[config.mk]
export PLATFORM = sky130hd
export DESIGN_NAME = dynamic_period_meter
export DESIGN_NICKNAME = d
export VERILOG_FILES = /design/src/rtl/dcd_pkg.sv /design/src/rtl/dynamic_period_meter_if.sv /design/src/rtl/period_lock_detect.sv /design/src/rtl/dynamic_period_meter.sv
export SDC_FILE = /design/constraint.sdc
export NUM_CORES = 1
export LEC_CHECK = 0
export CELL_PAD_IN_SITES_DETAIL_PLACEMENT = 1
export CELL_PAD_IN_SITES_GLOBAL_PLACEMENT = 2
export CORE_MARGIN = 2
export CORE_UTILIZATION = 40
export CTS_CLUSTER_DIAMETER = 40
export CTS_CLUSTER_SIZE = 14
export DETAILED_ROUTE_END_ITERATION = 10
export PLACE_DENSITY_LB_ADDON = 0.1
export SKIP_LAST_GASP = 1
export SYNTH_ARGS = -nofsm -noshare
export SYNTH_HDL_FRONTEND = slang
export SYNTH_HIERARCHICAL = 1
export SYNTH_SLANG_ARGS = --single-unit
[constraint.sdc]
create_clock -name i_CLK -period 5.2 [get_ports i_CLK]
set_input_delay 1.3 -clock i_CLK [delete_from_list [all_inputs] [get_ports i_CLK]]
set_output_delay 1.3 -clock i_CLK [all_outputs]
set_load 0.02 [all_outputs]
[src/rtl/dcd_pkg.sv]
// rtl/dcd_pkg.sv - shared state encoding and default sizing for the period meter
package dcd_pkg;

    typedef enum logic [1:0] {
        IDLE    = 2'd0,
        ARM     = 2'd1,
        MEASURE = 2'd2
    } state_e;

    localparam int DEFAULT_WIDTH      = 32;
    localparam int DEFAULT_LOCK_COUNT = 4;

endpackage

[src/rtl/dynamic_period_meter_if.sv]
// rtl/dynamic_period_meter_if.sv - measurement report bundle between the meter core and its lock detector
interface dynamic_period_meter_if #(
    parameter int WIDTH = 32
);
    logic [WIDTH-1:0] tdata;
    logic             tvalid;
    logic             clr;
    logic             locked;

    modport master (output tdata, output tvalid, output clr, input locked);
    modport slave  (input tdata, input tvalid, input clr, output locked);
endinterface

[src/rtl/period_lock_detect.sv]
// rtl/period_lock_detect.sv - tracks consecutive equal measurements and raises lock
module period_lock_detect
    import dcd_pkg::*;
#(
    parameter int WIDTH      = DEFAULT_WIDTH,
    parameter int LOCK_COUNT = DEFAULT_LOCK_COUNT
) (
    input  logic                   clk,
    input  logic                   rst_n,
    dynamic_period_meter_if.slave  meas
);
    localparam int MW = (LOCK_COUNT > 2) ? $clog2(LOCK_COUNT) : 1;
    localparam logic [MW-1:0] MATCH_MAX = MW'(LOCK_COUNT - 1);

    logic [WIDTH-1:0] prev_q, prev_d;
    logic [MW-1:0]    match_q, match_d;
    logic             locked_q, locked_d;

    // prev is deliberately kept across clears: the first report after re-arming
    // compares against the stale value, and a mismatch merely zeroes the match count
    always_comb begin
        prev_d  = prev_q;
        match_d = match_q;
        if (meas.clr) begin
            match_d = '0;
        end else if (meas.tvalid) begin
            prev_d = meas.tdata;
            if (meas.tdata == prev_q) begin
                match_d = (match_q == MATCH_MAX) ? match_q : match_q + MW'(1);
            end else begin
                match_d = '0;
            end
        end
        locked_d = (match_d == MATCH_MAX);
    end

    always_ff @(posedge clk or negedge rst_n) begin
        if (!rst_n) begin
            prev_q   <= '0;
            match_q  <= '0;
            locked_q <= 1'b0;
        end else begin
            prev_q   <= prev_d;
            match_q  <= match_d;
            locked_q <= locked_d;
        end
    end

    assign meas.locked = locked_q;

endmodule

[src/rtl/dynamic_period_meter.sv]
// rtl/dynamic_period_meter.sv - measures cycle spacing between strobes, flags lock and timeout
module dynamic_period_meter
    import dcd_pkg::*;
#(
    parameter int          WIDTH      = DEFAULT_WIDTH,
    parameter int          LOCK_COUNT = DEFAULT_LOCK_COUNT,
    parameter logic [63:0] MAX_PERIOD = (64'd1 << WIDTH) - 64'd1
) (
    input  logic             i_CLK,
    input  logic             i_RESET_N,
    input  logic             i_ENABLE,
    input  logic             i_PULSE,
    output logic [WIDTH-1:0] o_PERIOD,
    output logic             o_VALID,
    output logic             o_LOCKED,
    output logic             o_TIMEOUT
);
    localparam logic [WIDTH-1:0] MAX_CNT = MAX_PERIOD[WIDTH-1:0];

    state_e           state_q, state_d;
    logic [WIDTH-1:0] cnt_q, cnt_d;
    logic [WIDTH-1:0] period_q, period_d;
    logic             valid_q, valid_d;
    logic             timeout_q, timeout_d;
    logic             meas_stb;
    logic             lock_clr;

    dynamic_period_meter_if #(.WIDTH(WIDTH)) meas_if ();

    always_comb begin
        state_d   = state_q;
        cnt_d     = cnt_q;
        period_d  = period_q;
        valid_d   = 1'b0;
        timeout_d = 1'b0;
        meas_stb  = 1'b0;
        lock_clr  = 1'b0;
        if (!i_ENABLE) begin
            state_d  = IDLE;
            cnt_d    = '0;
            lock_clr = 1'b1;
        end else begin
            case (state_q)
                IDLE: state_d = ARM;
                ARM: begin
                    if (i_PULSE) begin
                        cnt_d   = WIDTH'(1);
                        state_d = MEASURE;
                    end
                end
                MEASURE: begin
                    // a strobe landing exactly on MAX_CNT is a legal period, not a timeout
                    if (i_PULSE) begin
                        period_d = cnt_q;
                        valid_d  = 1'b1;
                        meas_stb = 1'b1;
                        cnt_d    = WIDTH'(1);
                    end else if (cnt_q == MAX_CNT) begin
                        timeout_d = 1'b1;
                        lock_clr  = 1'b1;
                        cnt_d     = '0;
                        state_d   = ARM;
                    end else begin
                        cnt_d = cnt_q + WIDTH'(1);
                    end
                end
                default: begin
                    state_d = IDLE;
                    cnt_d   = '0;
                end
            endcase
        end
    end

    always_ff @(posedge i_CLK or negedge i_RESET_N) begin
        if (!i_RESET_N) begin
            state_q   <= IDLE;
            cnt_q     <= '0;
            period_q  <= '0;
            valid_q   <= 1'b0;
            timeout_q <= 1'b0;
        end else begin
            state_q   <= state_d;
            cnt_q     <= cnt_d;
            period_q  <= period_d;
            valid_q   <= valid_d;
            timeout_q <= timeout_d;
        end
    end

    assign meas_if.tdata  = cnt_q;
    assign meas_if.tvalid = meas_stb;
    assign meas_if.clr    = lock_clr;

    period_lock_detect #(
        .WIDTH      (WIDTH),
        .LOCK_COUNT (LOCK_COUNT)
    ) u_lock (
        .clk   (i_CLK),
        .rst_n (i_RESET_N),
        .meas  (meas_if.slave)
    );

    assign o_PERIOD  = period_q;
    assign o_VALID   = valid_q;
    assign o_LOCKED  = meas_if.locked;
    assign o_TIMEOUT = timeout_q;

endmodule

==> metrics.log <==
INFO  metric dr.pass1.iters = 4
INFO  metric rsz0062_at_grt = false
INFO  metric share_clk_of_total_power = 42.9%
INFO  metric worst_path_max_delay_cell = sky130_fd_sc_hd__o31ai_1
INFO  metric min_path_cells = 2
INFO  metric numClockSinks = 103
INFO  metric mappedNetlistNets = 416
INFO  metric worst-setup-path-type = reg2reg
INFO  metric wl_per_cell = 18.75 um
INFO  metric fin_max_slew_vios = 0
INFO  metric nets = 452
INFO  metric globalRoute.totalOverflow = 0
INFO  metric power.combinational.fraction = 7.0%
INFO  metric layout-drive-gt1-share = 21.38%
INFO  metric hold-worst-slack = 0.4789 ns
INFO  metric postSynth.topFlopCell = sky130_fd_sc_hd__dfrtp_1
INFO  metric met2WireLength = 5130 um
INFO  metric floorplan.die.width = roughly 110 um
INFO  metric power.internal = 1.258 mW
INFO  metric cpPeakStageDelay = 0.73 ns
INFO  metric sw_frac_of_total = 23.37%
INFO  metric timing.reg2reg.setup_slack = 1.81 ns
INFO  metric setup_tns = 0 ns
INFO  metric detailroute.wirelength.met3 = 218 um
INFO  metric synth_compound_area_share = 3.800%
INFO  metric detailedRoute.firstIterationViolations = 149
INFO  metric number_of_register_bits_inferred_by_synthesis = 103
INFO  metric capture_endpoint_of_the_worst_hold_path = o_PERIOD[29]$_DFFE_PN0P_
INFO  metric ir_worst_vdd = about 0.00011 V
INFO  metric first_global_vias = 3380
INFO  metric synthToLayoutAreaGrowth = 16.37%
INFO  metric cts_root_buffer_type = sky130_fd_sc_hd__clkbuf_16
INFO  metric cts_buffers = 9
INFO  metric pwr_density_cell = 287.5 nW/um2
INFO  metric fin_crit_sh = 65.14%
INFO  metric groute.usage.overall = 18.62%
INFO  metric cts_tree = done
INFO  metric die_h = between 100 and 150 um
INFO  metric drv.max_cap_violation_count = 0
INFO  metric detail-route-antenna-nets = 0
INFO  metric final-setup-viol-count = 0
INFO  metric floorplan.initialDensity = about two fifths
INFO  metric synth_xor_xnor_area_share = 9.283%
INFO  metric hold_start = o_PERIOD[29]$_DFFE_PN0P_
INFO  metric async_reset_ff_share = 100.0%
INFO  metric startpoint_type = flop
INFO  metric n_fill_cell = 1264
INFO  metric cts.repair.resized = 0
INFO  metric num_antenna_cells = 0
INFO  metric worst_setup_path_end_kind = flop
INFO  metric post_synth.cell_area_avg = between 10 and 15 um2
INFO  metric synth_warnings = 6
INFO  metric clock.fmax = 295.2 MHz
INFO  metric static-leakage-power = 2.507 nW
INFO  metric top_level_ports = 39
INFO  metric yosys.area_share.adder = between 1 and 1.5%
INFO  metric portion_of_total_power_attributed_to_sequential_cells = 50.0%
INFO  metric most_frequent_standard_cell_in_the_layout_excluding_fill_and_tap_cells = sky130_fd_sc_hd__dfrtp_1
INFO  metric slew_headroom = about a third
INFO  metric cts_hold_fix_bufs = 0
INFO  metric multiplexer_share_of_the_synthesized_area = 14.44%
INFO  metric grt_start_max_net_pins = 77
INFO  metric max_fo_critical_path = 32
INFO  metric worst_r2r_endpoint = u_lock/prev_q[21]$_DFFE_PN0P_
INFO  metric worst-endpoint-required = 5.43 ns
INFO  metric cp.arrival = 3.62 ns
INFO  metric detail_route.wirelength.met1 = 5641 um
INFO  metric num_rows = 40
INFO  metric route.detailed.vias_per_inst = 5.381
INFO  metric grt_first_pass_wirelength = ~19000 um
INFO  metric crit_start = cnt_q[0]$_DFFE_PN0P_
INFO  metric cts.htree.levels = 3
INFO  metric timing.hold.worst.class = reg2reg
INFO  metric number_of_enable_type_register_cells_in_the_synthesized_netlist = 0
INFO  metric grt_antenna_before_repair = 0
INFO  metric clock-skew-final = roughly 0.0075 ns
INFO  metric path_clk_slew = 0.07 ns
INFO  metric tightestPinTransition = 0.9760 ns
INFO  metric finalHoldViolations = 0
INFO  metric commonest_cells_after_routing_fill_and_taps_aside = 103 x sky130_fd_sc_hd__dfrtp_1, 60 x sky130_fd_sc_hd__mux2_2, 37 x sky130_fd_sc_hd__clkdlybuf4s50_1, 34 x sky130_fd_sc_hd__xnor2_1
INFO  metric dpl.hpwl = roughly 7700 um
INFO  metric wl = 11170 um
INFO  metric main_combinational_cell_family_by_area_after_synthesis = simple AND/OR/NAND/NOR gates
INFO  metric gp_congestion = approximately 0.76
INFO  metric length_in_cells_of_the_worst_reg_to_reg_path = 7
INFO  metric clock_path_buffers = 2
INFO  metric post_synth_and_or_nand_nor_area_fraction = 16.14%
INFO  metric switchingPower = 383.5 uW
INFO  metric synth.lib_cells_used.distinct = 49
INFO  metric synthCells = 408
INFO  metric detail_route.drc_violations = 0
INFO  metric synth-seq-area-share = 52.54%
INFO  metric dieArea = 13170 um2
INFO  metric rr_startpoint = cnt_q[0]$_DFFE_PN0P_
INFO  metric worstPathCellList = ha_1, and4_1, nand4_4, o31ai_1, nor2b_2, buf_4, mux2_1
INFO  metric finalCriticalPeriod = 3.388 ns
INFO  metric post_cts_setup_repair_bufs = 0
INFO  metric status = finished, final reports clean
INFO  metric placement.io_buffers = 38
INFO  metric highest_layer = met4
INFO  metric syn_area = 4906 um2
INFO  metric core_area = between 10000 and 15000 um2
INFO  metric num_vias = 3207
INFO  metric clk_latency = between 0.3 and 0.4 ns
[cell usage after synthesis (all sizes together), types with 2 or more instances]
master | number | share of area [%]
o21ai | 10 | 1.1
nor3 | 5 | 0.51
xnor2 | 34 | 6.1
o31ai | 2 | 0.31
and2 | 6 | 0.77
nand3 | 18 | 2.3
inv | 6 | 0.46
clkbuf | 9 | 0.69
nor2 | 27 | 2.1
dfrtp | 103 | 53
or4 | 3 | 0.54
mux2 | 62 | 14
buf | 9 | 1.6
nand4 | 28 | 3.9
a21oi | 10 | 1.3
nand2 | 19 | 1.5
nor4 | 5 | 1.1
and3 | 3 | 0.38
and4 | 6 | 1.2
nor2b | 2 | 0.25
or3 | 5 | 0.64
nand4b | 2 | 0.36
xor2 | 18 | 3.2
ha | 4 | 1.0
[sequential cells by signal (all words and copies together) (netlist names)]
name                cells
o_PERIOD               32
u_lock/prev_q          32
state_q                 2
cnt_q                  32
o_VALID                 1
o_TIMEOUT               1
u_lock/meas.locked      1
u_lock/match_q          2
[worst max-delay path: cells and delay by family (launching register included)]
kind,cells,cell delay (ns)
AOI/OAI and AO/OA,1,0.73
adders and majority gates,1,0.30
buffers and inverters,1,0.29
DFF,1,0.54
muxes,1,0.36
and+or+nand+nor,3,1.02
[worst max-delay path by stage]
stage / end / slack, ns
3_3_place_gp: u_lock/prev_q[21]$_DFFE_PN0P_ / 1.72
2_1_floorplan: u_lock/prev_q[18]$_DFFE_PN0P_ / 2.15
5_1_grt: u_lock/prev_q[21]$_DFFE_PN0P_ / 1.60
6_report: u_lock/prev_q[21]$_DFFE_PN0P_ / 1.81
4_1_cts: u_lock/prev_q[21]$_DFFE_PN0P_ / 1.80
3_5_place_dp: u_lock/prev_q[21]$_DFFE_PN0P_ / 1.67
[through the flow]
stage	setup slack [ns]	utilization [%]	instances	area, um2	power [mW]
after floorplan	2.150	-	408	4906	0.9092
after global placement	1.720	44.95	580	5399	0.9541
after detailed placement	1.667	44.95	580	5399	0.9554
after CTS	1.797	47.53	596	5709	1.670
after global routing	1.603	47.53	596	5709	1.704
final	1.812	47.53	596	5709	1.641
[metal layers]
layer | vias up | global-route usage, %
met5 | - | 0
met3 | 11 | 2.899
met4 | 0 | 7.149
met1 | 1637 | 27.05
met2 | 36 | 28.24
li1 | 1523 | -
[power by group through the flow]
stage | clock [mW] | sequential [mW] | combinational (mW)
after floorplan | 0 | 0.837 | 0.0722
after global placement | 0 | 0.837 | 0.118
after detailed placement | 0 | 0.837 | 0.119
after CTS | 0.729 | 0.821 | 0.119
after global routing | 0.751 | 0.823 | 0.130
final | 0.705 | 0.821 | 0.116
[area by class of cell]
cell class              count  area [um2]  share of cell area, %
clock buffers              13       270.3                  4.734
well taps                 147       183.9                  3.222
multi-input cells         281        2200                  38.53
inverters                   6       22.52                 0.3945
repair buffers             43       415.4                  7.276
flip-flops and latches    103        2577                  45.15
clock inverters             3       40.04                 0.7013
[kinds of logic (layout without fill, tap and decap cells)]
kind of cell / Yosys count / count (layout)
multiplexers: 63 / 63
XOR/XNOR: 52 / 52
buffers and inverters: 24 / 65
AO/OA/AOI/OAI: 29 / 29
AND/OR/NAND/NOR: 133 / 133
adder cells (fa/ha/maj): 4 / 4
flip-flops: 103 / 103
Power figures use the tool's default switching activity.
